==> src/rtl/riscstrong_pkg.sv <==
// Shared RV32I definitions: base opcodes, immediate formats and the default datapath width.
package riscstrong_pkg;

   localparam int XLEN_DEFAULT = 32;

   localparam logic [6:0] OP       = 7'b0110011;
   localparam logic [6:0] OP_IMM   = 7'b0010011;
   localparam logic [6:0] LOAD     = 7'b0000011;
   localparam logic [6:0] STORE    = 7'b0100011;
   localparam logic [6:0] BRANCH   = 7'b1100011;
   localparam logic [6:0] JAL      = 7'b1101111;
   localparam logic [6:0] JALR     = 7'b1100111;
   localparam logic [6:0] LUI      = 7'b0110111;
   localparam logic [6:0] AUIPC    = 7'b0010111;
   localparam logic [6:0] SYSTEM   = 7'b1110011;
   localparam logic [6:0] MISC_MEM = 7'b0001111;

   typedef enum logic [2:0] {
      IMM_R,
      IMM_I,
      IMM_S,
      IMM_B,
      IMM_U,
      IMM_J
   } imm_fmt_t;

endpackage

==> src/rtl/imm_gen.sv <==
// Immediate generator: scatters the instruction's immediate bits into a sign-extended XLEN word.
module imm_gen
   import riscstrong_pkg::*;
#(
   parameter int XLEN = XLEN_DEFAULT
) (
   input  logic [31:7]     instr,
   input  imm_fmt_t        fmt,
   output logic [XLEN-1:0] imm
);

   always_comb begin
      imm = '0;
      case (fmt)
         IMM_I:   imm = {{(XLEN-12){instr[31]}}, instr[31:20]};
         IMM_S:   imm = {{(XLEN-12){instr[31]}}, instr[31:25], instr[11:7]};
         IMM_B:   imm = {{(XLEN-12){instr[31]}}, instr[7], instr[30:25], instr[11:8], 1'b0};
         IMM_U:   imm = {{(XLEN-31){instr[31]}}, instr[30:12], 12'b0};
         IMM_J:   imm = {{(XLEN-20){instr[31]}}, instr[19:12], instr[20], instr[30:21], 1'b0};
         default: imm = '0;
      endcase
   end

endmodule

==> src/rtl/id_stage.sv <==
// RV32I decode / operand-fetch stage: decode, forwarding, load-use stall and the ID/EX register.
module id_stage
   import riscstrong_pkg::*;
#(
   parameter int              XLEN     = XLEN_DEFAULT,
   parameter logic [XLEN-1:0] RESET_PC = '0
) (
   input  logic            clk,
   input  logic            rst,
   input  logic            if_valid,
   input  logic [31:0]     if_instr,
   input  logic [XLEN-1:0] if_pc,
   output logic            id_ready,
   output logic [4:0]      rf_read1,
   output logic [4:0]      rf_read2,
   input  logic [XLEN-1:0] rf_out1,
   input  logic [XLEN-1:0] rf_out2,
   input  logic            ex_ready,
   input  logic            flush,
   input  logic            ex_wr,
   input  logic [4:0]      ex_rd,
   input  logic            ex_is_load,
   input  logic [XLEN-1:0] ex_data,
   input  logic            mem_wr,
   input  logic [4:0]      mem_rd,
   input  logic [XLEN-1:0] mem_data,
   output logic            id_valid,
   output logic [XLEN-1:0] id_pc,
   output logic [XLEN-1:0] id_rs1_val,
   output logic [XLEN-1:0] id_rs2_val,
   output logic [XLEN-1:0] id_imm,
   output logic [4:0]      id_rd,
   output logic [6:0]      id_opcode,
   output logic [2:0]      id_funct3,
   output logic            id_funct7b5,
   output logic            id_wr_reg,
   output logic            id_illegal
);

   logic [6:0]            opcode;
   logic [4:0]            rd;
   imm_fmt_t              fmt;
   logic                  illegal;
   logic                  writes_rd;
   logic                  use_rs1;
   logic                  use_rs2;
   logic [XLEN-1:0]       imm;
   logic [1:0][4:0]       rs_addr;
   logic [1:0][XLEN-1:0]  rf_val;
   logic [1:0][XLEN-1:0]  opnd;
   logic                  hazard;
   logic                  advance;

   logic                  valid_reg;
   logic [XLEN-1:0]       pc_reg;
   logic [XLEN-1:0]       rs1_val_reg;
   logic [XLEN-1:0]       rs2_val_reg;
   logic [XLEN-1:0]       imm_reg;
   logic [4:0]            rd_reg;
   logic [6:0]            opcode_reg;
   logic [2:0]            funct3_reg;
   logic                  funct7b5_reg;
   logic                  wr_reg_reg;
   logic                  illegal_reg;

   assign opcode     = if_instr[6:0];
   assign rd         = if_instr[11:7];
   assign rs_addr[0] = if_instr[19:15];
   assign rs_addr[1] = if_instr[24:20];
   assign rf_val[0]  = rf_out1;
   assign rf_val[1]  = rf_out2;
   assign rf_read1   = rs_addr[0];
   assign rf_read2   = rs_addr[1];

   always_comb begin
      fmt       = IMM_R;
      illegal   = 1'b0;
      writes_rd = 1'b0;
      use_rs1   = 1'b1;
      use_rs2   = 1'b0;
      case (opcode)
         OP:       begin writes_rd = 1'b1; use_rs2 = 1'b1; end
         OP_IMM:   begin writes_rd = 1'b1; fmt = IMM_I; end
         LOAD:     begin writes_rd = 1'b1; fmt = IMM_I; end
         STORE:    begin use_rs2 = 1'b1;   fmt = IMM_S; end
         BRANCH:   begin use_rs2 = 1'b1;   fmt = IMM_B; end
         JAL:      begin writes_rd = 1'b1; use_rs1 = 1'b0; fmt = IMM_J; end
         JALR:     begin writes_rd = 1'b1; fmt = IMM_I; end
         LUI:      begin writes_rd = 1'b1; use_rs1 = 1'b0; fmt = IMM_U; end
         AUIPC:    begin writes_rd = 1'b1; use_rs1 = 1'b0; fmt = IMM_U; end
         SYSTEM:   begin writes_rd = 1'b1; fmt = IMM_I; end
         MISC_MEM: fmt = IMM_I;
         default:  illegal = 1'b1;
      endcase
   end

   imm_gen #(.XLEN(XLEN)) u_imm_gen (
      .instr (if_instr[31:7]),
      .fmt   (fmt),
      .imm   (imm)
   );

   // EX data is only usable when it is not a load; WB needs no bypass since the RF writes on negedge.
   for (genvar gi = 0; gi < 2; gi++) begin : g_opnd
      assign opnd[gi] = (rs_addr[gi] == 5'd0)                               ? '0       :
                        (ex_wr && ex_rd == rs_addr[gi] && !ex_is_load)      ? ex_data  :
                        (mem_wr && mem_rd == rs_addr[gi])                   ? mem_data :
                                                                              rf_val[gi];
   end

   assign hazard   = if_valid && ex_wr && ex_is_load && (ex_rd != 5'd0) &&
                     ((use_rs1 && ex_rd == rs_addr[0]) || (use_rs2 && ex_rd == rs_addr[1]));
   assign advance  = ex_ready || !valid_reg;
   assign id_ready = advance && !hazard;

   always_ff @(posedge clk) begin
      if (rst) begin
         valid_reg    <= 1'b0;
         pc_reg       <= RESET_PC;
         rs1_val_reg  <= '0;
         rs2_val_reg  <= '0;
         imm_reg      <= '0;
         rd_reg       <= '0;
         opcode_reg   <= '0;
         funct3_reg   <= '0;
         funct7b5_reg <= 1'b0;
         wr_reg_reg   <= 1'b0;
         illegal_reg  <= 1'b0;
      end else if (flush) begin
         valid_reg <= 1'b0;
      end else if (advance) begin
         // A stalled instruction leaves a bubble and is decoded again next cycle.
         valid_reg    <= if_valid && !hazard;
         pc_reg       <= if_pc;
         rs1_val_reg  <= opnd[0];
         rs2_val_reg  <= opnd[1];
         imm_reg      <= imm;
         rd_reg       <= rd;
         opcode_reg   <= opcode;
         funct3_reg   <= if_instr[14:12];
         funct7b5_reg <= if_instr[30];
         wr_reg_reg   <= writes_rd && !illegal && (rd != 5'd0);
         illegal_reg  <= illegal;
      end
   end

   assign id_valid    = valid_reg;
   assign id_pc       = pc_reg;
   assign id_rs1_val  = rs1_val_reg;
   assign id_rs2_val  = rs2_val_reg;
   assign id_imm      = imm_reg;
   assign id_rd       = rd_reg;
   assign id_opcode   = opcode_reg;
   assign id_funct3   = funct3_reg;
   assign id_funct7b5 = funct7b5_reg;
   assign id_wr_reg   = wr_reg_reg;
   assign id_illegal  = illegal_reg;

endmodule
==> config.mk <==
export PLATFORM = sky130hd
export DESIGN_NAME = id_stage
export DESIGN_NICKNAME = d
export VERILOG_FILES = /design/src/rtl/riscstrong_pkg.sv /design/src/rtl/imm_gen.sv /design/src/rtl/id_stage.sv
export SDC_FILE = /design/constraint.sdc
export NUM_CORES = 1
export LEC_CHECK = 0
export CORE_AREA = 2 2 142 144
export DETAILED_ROUTE_END_ITERATION = 10
export DIE_AREA = 0 0 144 146
export PLACE_DENSITY_LB_ADDON = 0.2
export SLEW_MARGIN = 30
export SYNTH_ARGS = -nofsm -noshare
export SYNTH_HDL_FRONTEND = slang
export SYNTH_SLANG_ARGS = --single-unit
==> constraint.sdc <==
create_clock -name clk -period 3.25 [get_ports clk]
set_input_delay 0.65 -clock clk [delete_from_list [all_inputs] [get_ports clk]]
set_output_delay 0.65 -clock clk [all_outputs]
set_load 0.05 [all_outputs]
# Yosys cells after proc, flatten, opt, wreduce, memory -nomap -nowiden
# Cells that the tools add are included.
[op_classes] eq_ne=20 mux=12 bitwise=1 reduce_logical=33
[ops] cell="2-to-1 mux 32 bit" n=6
[ops] cell="one-hot mux 32 bit (5 select lines)" n=1
[ops] cell="equality test 7 bit, second input constant" n=4
[ops] cell="equality test 7 x 6 -> 1 bit, second input constant" n=3
[ops] cell="equality test 5 bit" n=4
[ops] cell="logical AND 1 bit" n=16
[ops] cell="one-hot mux 3 bit (5 select lines)" n=1
[ops] cell="equality test 7 x 5 -> 1 bit, second input constant" n=2
[ops] cell="OR reduction 11 bit" n=1
[ops] cell="logical NOT 5 bit" n=2
[ops] cell="nonzero test 5 bit" n=2
[ops] cell="OR reduction 8 bit" n=1
[ops] cell="equality test 7 x 2 -> 1 bit, second input constant" n=1
[ops] cell="equality test 7 x 4 -> 1 bit, second input constant" n=1
[ops] cell="equality test 3 x 2 -> 1 bit, second input constant" n=2
[ops] cell="equality test 3 bit, second input constant" n=2
[ops] cell="OR reduction 3 bit" n=2
[ops] cell="OR reduction 5 bit" n=1
[ops] cell="2-to-1 mux 1 bit" n=4
[ops] cell="OR reduction 2 bit" n=2
[ops] cell="equality test 3 x 1 -> 1 bit, second input constant" n=1
[ops] cell="logical NOT 1 bit" n=3
[ops] cell="logical OR 1 bit" n=2
[ops] cell="AND reduction 2 bit" n=1
[ops] cell="inverter 1 bit" n=1
[word_totals] regBits=147 elab_cells=77

# Longest topological paths before layout
[depth] depth_word=8 depth_mapped=7 depth_no_buf=5

# Cells and area by module
# Synthesis repeated with hierarchy kept, for this count alone.
[hier_totals] hier_cells=935 area_unflattened_um2=7395.8
[modules_own_cells] module="id_stage" instances=1 cells_per_inst=869 area_each_um2=7005.5
[modules_own_cells] module="imm_gen" instances=1 cells_per_inst=66 area_each_um2=390.4

# Least setup slack after synthesis
# OpenSTA, ideal clock, no wires.
[synth_timing] path_type="input port to output port" startpoint="in if_instr[6]" endpoint="out id_ready" arrival_time_ns=2.570 required_time_ns=2.600 path_slack_ns=0.030 cell_stages=6 n_path_buf=1 cell_sequence="clkbuf_1 > and4b_1 > o21ai_0 > or2_2 > a21o_1 > a31oi_1"
[synth_between] elab_chain_len=8 elab_cells_between_ends=16
[synth_lines] element="start: declaration" line="id_stage.sv:11" text="input logic [31:0] if_instr,"
[synth_lines] element="equality test 7 x 5 -> 1 bit (tied with other cells)" line="id_stage.sv:81" text="case (opcode)"
[synth_lines] element="OR reduction 3 bit (no line)"
[synth_lines] element="2-to-1 mux 1 bit" line="id_stage.sv:81"
[synth_lines] element="logical AND 1 bit" line="id_stage.sv:112" text="((use_rs1 && ex_rd == rs_addr[0]) || (use_rs2 && ex_rd == rs_addr[1]));"
[synth_lines] element="logical OR 1 bit *" line="id_stage.sv:112"
[synth_lines] element="logical AND 1 bit *" line="id_stage.sv:111" text="assign hazard = if_valid && ex_wr && ex_is_load && (ex_rd != 5'd0) &&"
[synth_lines] element="logical NOT 1 bit *" line="id_stage.sv:114" text="assign id_ready = advance && !hazard;"
[synth_lines] element="logical AND 1 bit *" line="id_stage.sv:114"
[synth_lines] element="end: declaration" line="id_stage.sv:13" text="output logic id_ready,"
# Every way passes the cells marked *; elsewhere a longest branch is shown, timed or not.

# Worst setup path in the final report
[layout_timing] startpoint="in if_instr[3]" endpoint="out id_ready"
# Same word-level chain as after synthesis.

==> flow_metrics.tcl <==
set metrics [dict create \
    hold_viol 0 \
    rsz0062_at_grt "no" \
    async_reset_ff_share_pct 0 \
    layout-drive-gt1-share_pct 7.90 \
    grt_pass1_vias 7600 \
    maxCapViolations 0 \
    crit_family "buffers and inverters" \
    synthesis.area_um2 6930 \
    drt_iter0_markers 421 \
    clk_latency_ps 430 \
    synth_fa_ha_area_share_pct 0 \
    core.rowCount 51 \
    critical_path_class "in -> out" \
    place_hpwl_mm 20.2 \
    period_needed_ps 3110 \
    relSlewSlack_pct 56.2 \
    slew_violations 0 \
    postRouteAntennaNets 0 \
    power_density_nw_per_um2 444 \
    p_leak_uw 0.00414 \
    worst_path_largest_cell_delay_ps 570 \
    grtUsageMet3_pct 7.90 \
    synthCells 823 \
    die_h_um 146 \
    critPathLaunchType "input port" \
    drc 0 \
    avgSynthCellArea_um2 8.43 \
    holdWs_ps 453 \
    synth_seq_area_share_pct 42.4 \
    use_met2_pct 46.4 \
    antenna_found_initial 0 \
    hp-class "reg -> reg" \
    use_met1_pct 31.7 \
    nets 1374 \
    ioPinCount 368 \
    synth_fp_nets 1033 \
    path_clk_slew_ps 60 \
    synth-main-ff-cell "dfxtp_1" \
    gp_congestion 0.890 \
    synthSimpleGateAreaFrac_pct 19.1 \
    vias 7794 \
    diodes 0 \
    dr.pass1.iters 5 \
    cp_max_fo 5 \
    cts_setup_buffers 0 \
    slowest_stage "clkdlybuf4s50_1" \
    max_freq_mhz 321 \
    dieArea_um2 21000 \
    grt_util_all_layers_pct 27.2 \
    synth_xor_xnor_area_share_pct 2.65 \
    ir_drop_v 0.000334 \
    path_cells "clkdlybuf4s50_1, and4b_1, o21ai_0, or2_2, a21o_1, a31oi_1, buf_4, buf_12" \
    p_int_uw 3470 \
    clock_skew_ps 10.3 \
    finalWirelength_mm 29.3 \
    cts-root-buf "clkbuf_16" \
    port_buffers 367 \
    synth.area.mux_share_pct 0 \
    tns_ps 0 \
    grt_pass1_wl_mm 43.8 \
    busiest_layer "met2" \
    die_w_um 144 \
    yosys_warnings 0 \
    synth-compound-area-share_pct 29.8 \
    pwr-share-comb_pct 25.0 \
    p_sw_share_pct 32.4 \
    synth-seq-cells 147 \
    grt_max_degree 53 \
    cts.path.max_buffers 2 \
    outcome "finished clean" \
    worstPathArrival_ps 2460 \
    routedWlPerCell_um 20.3 \
    coreArea_um2 19300 \
    area_growth_pct 66.9 \
    synth-edff-count 0 \
    vias_per_cell 5.40 \
    ys_types 47 \
    cp.required_ps 2600 \
    start_util_pct 35.9 \
    numCtsBuffers 17 \
    cp_num_buf_inv 3 \
    clockPowerShare_pct 37.2 \
    finalCritPeriodShare_pct 95.8 \
    max_slew.worst_pin.slew_ps 651 \
    grt_overflow 0 \
    numClockSinks 147 \
    p_switching_uw 1670 \
    nFillCells 1705 \
    cts_max_level 4 \
    synth_top_family_by_area "compound AO/OA/AOI/OAI gates" \
    cts_tree "done" \
    pwr-share-seq_pct 37.8 \
    setup_violations 0 \
    endpoint_kind "output pin" \
]
kinds of logic after synthesis:
family,count (synthesis)
xor gates and xnor gates,21
buffers and inverters,92
AOI/OAI and AO/OA,257
DFF,147
and+or+nand+nor,306
path summary, 6_finish.rpt:
path	cells past startpoint	slack [ps]	end	startpoint
max	8	140	id_ready	if_instr[3]
min	2	450	id_pc[31]	id_pc[31]
max reg2reg	6	1270	id_rs2_val[18]	id_valid
min reg2reg	2	450	id_pc[31]	id_pc[31]
layout by cell type (no fill, tap or decap), drive strengths merged, types with 2 or more instances in the layout:
cell and instances:
nor2b 2, a221o 72, inv 13, xnor2 20, a22oi 6, a21oi 65, clkbuf 17, and2 34
clkdlybuf4s50 363, and3b 2, dfxtp 147, nor3b 2, buf 45, or3 3, nand2 188, a31oi 4
nor3 7, o21ai 23, clkinv 4, clkinvlp 4, nor2 49, a211oi 4, a32o 65, a22o 6
nand3 8, or2 3
Yosys cell counts, types with 6 or more instances:
cell / number / area share, %
a21oi_1: 65 / 4.7
a221o_1: 72 / 10
a22o_1: 6 / 0.76
a22oi_1: 6 / 0.65
a32o_1: 65 / 9.4
and2_1: 34 / 3.1
buf_2: 6 / 0.43
buf_4: 10 / 1.1
clkbuf_1: 63 / 3.4
dfxtp_1: 147 / 42
inv_1: 6 / 0.32
nand2_1: 188 / 10
nand3_1: 8 / 0.58
nor2_1: 49 / 2.7
nor3_1: 7 / 0.51
o21ai_0: 23 / 1.7
xnor2_1: 20 / 2.5
stage by stage:
stage / instance area (µm²) / power (µW) / setup WS [ps] / instances / utilization (%)
after floorplan: 6930 / 2660 / 30.1 / 823 / -
after global placement: 11000 / 3250 / 83.9 / 1409 / 56.7
after detailed placement: 11000 / 3260 / 115 / 1410 / 56.9
after CTS: 11600 / 5170 / 106 / 1442 / 59.8
after global routing: 11600 / 5320 / 31.6 / 1442 / 59.9
final: 11600 / 5140 / 136 / 1442 / 59.9
cell type report:
class | count | area, µm² | area share [%]
tap | 265 | 332 | 2.87
sequential | 147 | 2940 | 25.4
inverter | 6 | 22.5 | 0.195
timing repair buffer | 408 | 4080 | 35.2
clock buffer | 17 | 425 | 3.68
clock inverter | 15 | 141 | 1.22
multi-input combinational | 584 | 3630 | 31.4
worst register-to-register path, stage by stage, from the launching register on:
cell and delay (ps):
dfxtp_1 350, nor2b_1 330, nor2_4 60, buf_4 310, nor2_4 190, buf_4 460
a32o_1 230
power by group through the flow:
stage | Sequential, µW | Combinational [µW] | Clock (µW)
floorplan | 2300 | 360 | 0
global placement | 1980 | 1270 | 0
detailed placement | 1980 | 1280 | 0
CTS | 1940 | 1290 | 1950
global route | 1950 | 1350 | 2020
finish | 1940 | 1280 | 1910
routing by layer:
layer	vias up	share of wire (%)	wire length, µm
li1	3697	-	-
met1	3668	39	11400
met2	379	49	14200
met3	50	9.5	2790
met4	0	3.0	880
met5	-	0	0
what timing repair did:
action	CTS	global route
hold buffers	0	0
resized for setup	0	2
setup endpoints to repair	0	1
Note: power is estimated with default switching activity, not from simulation.
==> RTL change: new RTL, same settings <==
Reset style: asynchronous (`rst`), changed in one clocked block.
--- a/src/rtl/id_stage.sv
+++ b/src/rtl/id_stage.sv
@@ -113,7 +113,7 @@
    assign advance  = ex_ready || !valid_reg;
    assign id_ready = advance && !hazard;
 
-   always_ff @(posedge clk) begin
+   always_ff @(posedge clk or posedge rst) begin
       if (rst) begin
          valid_reg    <= 1'b0;
          pc_reg       <= RESET_PC;
Behaviour: differs if rst is asserted again (counterexample within 4 cycles, from zero or initial values and one cycle with rst high); with rst held inactive, the same outputs for 4 cycles.
==> RTL change against the unedited design <==
Worst setup slack worse by 44 ps. Worst hold slack better by 21 ps. Clock skew is 2.1 ps lower. Routed wire length is 8.5% higher. Total power is 17% higher. First-iteration DRC count is 43% higher. Via count is 4.7% higher. Sequential cell count stayed put. Area after synthesis is 14% higher. Final area is 7.0% higher. Largest cell class unchanged.
==> RTL change: results (changes against the unedited design) <==
<table>
<tr><th>Metric</th><th>Value</th></tr>
<tr><th colspan="2">Worst setup path</th></tr>
<tr><td>Reg-to-reg critical path startpoint</td><td>id_valid$_DFFE_PP0P_</td></tr>
<tr><td>Largest stage delay on the critical path</td><td>620 ps (+50 ps)</td></tr>
<tr><td>Start point of the critical path</td><td>ex_rd[3]</td></tr>
<tr><td>Arrival time of the worst setup path</td><td>2510 ps (+50 ps)</td></tr>
<tr><th colspan="2">Power</th></tr>
<tr><td>Clock network fraction of total power</td><td>32.4% (-4.8 points)</td></tr>
<tr><td>Switching share of power</td><td>36.0% (+3.6 points)</td></tr>
<tr><td>Power in the clock group</td><td>1.95 mW (+2%)</td></tr>
<tr><td>Standby leakage power</td><td>5.03 nW (+22%)</td></tr>
<tr><td>Worst VDD drop</td><td>371 uV (+11%)</td></tr>
<tr><th colspan="2">STA</th></tr>
<tr><td>Clock Skews</td><td>8.15 ps (-2.14 ps)</td></tr>
<tr><td>Slew headroom</td><td>39.3% (-17 points)</td></tr>
<tr><th colspan="2">Global route</th></tr>
<tr><td>Maximum number of pins on one net before global-route repair</td><td>148 (+180%)</td></tr>
<tr><td>Met3 Track Usage GR</td><td>6.88% (-1.0 points)</td></tr>
<tr><th colspan="2">Final layout</th></tr>
<tr><td>Number of filler instances in the final layout</td><td>1663 (-2.5%)</td></tr>
<tr><td>Finished Layout Cells</td><td>1478 (+2.5%)</td></tr>
<tr><th colspan="2">Place</th></tr>
<tr><td>DP HPWL</td><td>21.7 mm (+7.5%)</td></tr>
<tr><td>GPL Wtd Cong</td><td>0.885 (-0.58%)</td></tr>
<tr><th colspan="2">Synthesis</th></tr>
<tr><td>Synthesized-area fraction occupied by ao, oa, aoi and oai cells</td><td>25.6% (-4.2 points)</td></tr>
<tr><td>Xor-xnor portion of the synthesized cell area</td><td>2.33% (-0.32 points)</td></tr>
<tr><td>Top cells by area, synth</td><td>dfrtp_1 (47%), nand2_1 (11%), a221oi_2 (6.1%), o31ai_1 (6.1%), o21ai_1 (4.4%)</td></tr>
<tr><td>Synth Instances</td><td>866 (+5.2%)</td></tr>
<tr><td>Share of synthesized flip-flops with an asynchronous set or reset</td><td>100% (+100 points)</td></tr>
<tr><td>Top post-synthesis cells by count</td><td>nand2_1 (241), dfrtp_1 (147), o21ai_1 (70)</td></tr>
<tr><td>Count of unique library cells instantiated by Yosys</td><td>51 (+8.5%)</td></tr>
<tr><th colspan="2">Drt</th></tr>
<tr><td>Average vias per placed instance</td><td>5.52 (+2.2%)</td></tr>
<tr><td>Initial DRC count</td><td>604 (+43%)</td></tr>
<tr><th colspan="2">Run status</th></tr>
<tr><td>Status</td><td>completed</td></tr>
<tr><th colspan="2">Worst hold path</th></tr>
<tr><td>Launch point of the worst hold path</td><td>id_pc[6]$_DFFE_PP0P_</td></tr>
</table>
## RTL change: cell types whose count changed in the layout (fill, tap and decap cells not counted), sizes merged, moves of 12 or more
| cell | before | now |
|---|---|---|
| nor2 | 49 | 12 |
| nand2 | 188 | 242 |
| a32o | 65 | 2 |
| a21oi | 65 | 20 |
| dfrtp | 0 | 147 |
| nand3 | 8 | 20 |
| dfxtp | 147 | 0 |
| o21ai | 23 | 90 |
| a221oi | 0 | 64 |
| o31ai | 0 | 64 |
| a221o | 72 | 0 |
## RTL change: worst paths after layout
path                            slack, ps  depth (start not counted)                          to
min in group asynchronous             740                          3       id_pc[15]$_DFFE_PP0P_
worst min register to register        470                          2        id_pc[6]$_DFFE_PP0P_
worst min-delay path                  470                          2        id_pc[6]$_DFFE_PP0P_
max in group asynchronous            1760                          3  id_rs2_val[30]$_DFFE_PP0P_
worst max-delay path                   90                          7                    id_ready
worst max register to register       1230                          6      id_imm[12]$_DFFE_PP0P_
## RTL change: worst min-delay path, delay by kind of cell (launching register included)
family | cells | cell delay, ps
DFF | 1 | 340
and+or+nand+nor | 2 | 100
## RTL change: timing repair
item | CTS | global route
endpoints found under the hold margin | 0 | 0
resized for setup | 1 | 0
setup buffers | 0 | 0
endpoints found under the setup margin | 1 | 0
## RTL change: layout make-up
cell class / instances / area share [%]
Sequential cell: 147 / 29.7
Clock buffer: 19 / 3.66
Timing Repair Buffer: 403 / 32.4
Clock inverter: 13 / 1.01
Inverter: 5 / 0.182
Multi-Input combinational cell: 626 / 30.3
Tap cell: 265 / 2.68
## RTL change: per-stage QoR
stage               instance area (um^2)  worst slack [ps]  util, %
floorplan                           7900               275        -
global placement                   11800              38.9     61.0
detailed placement                 11800              3.16     61.0
CTS                                12400               104     64.0
global route                       12400              60.2     64.0
finish                             12400              91.1     64.0
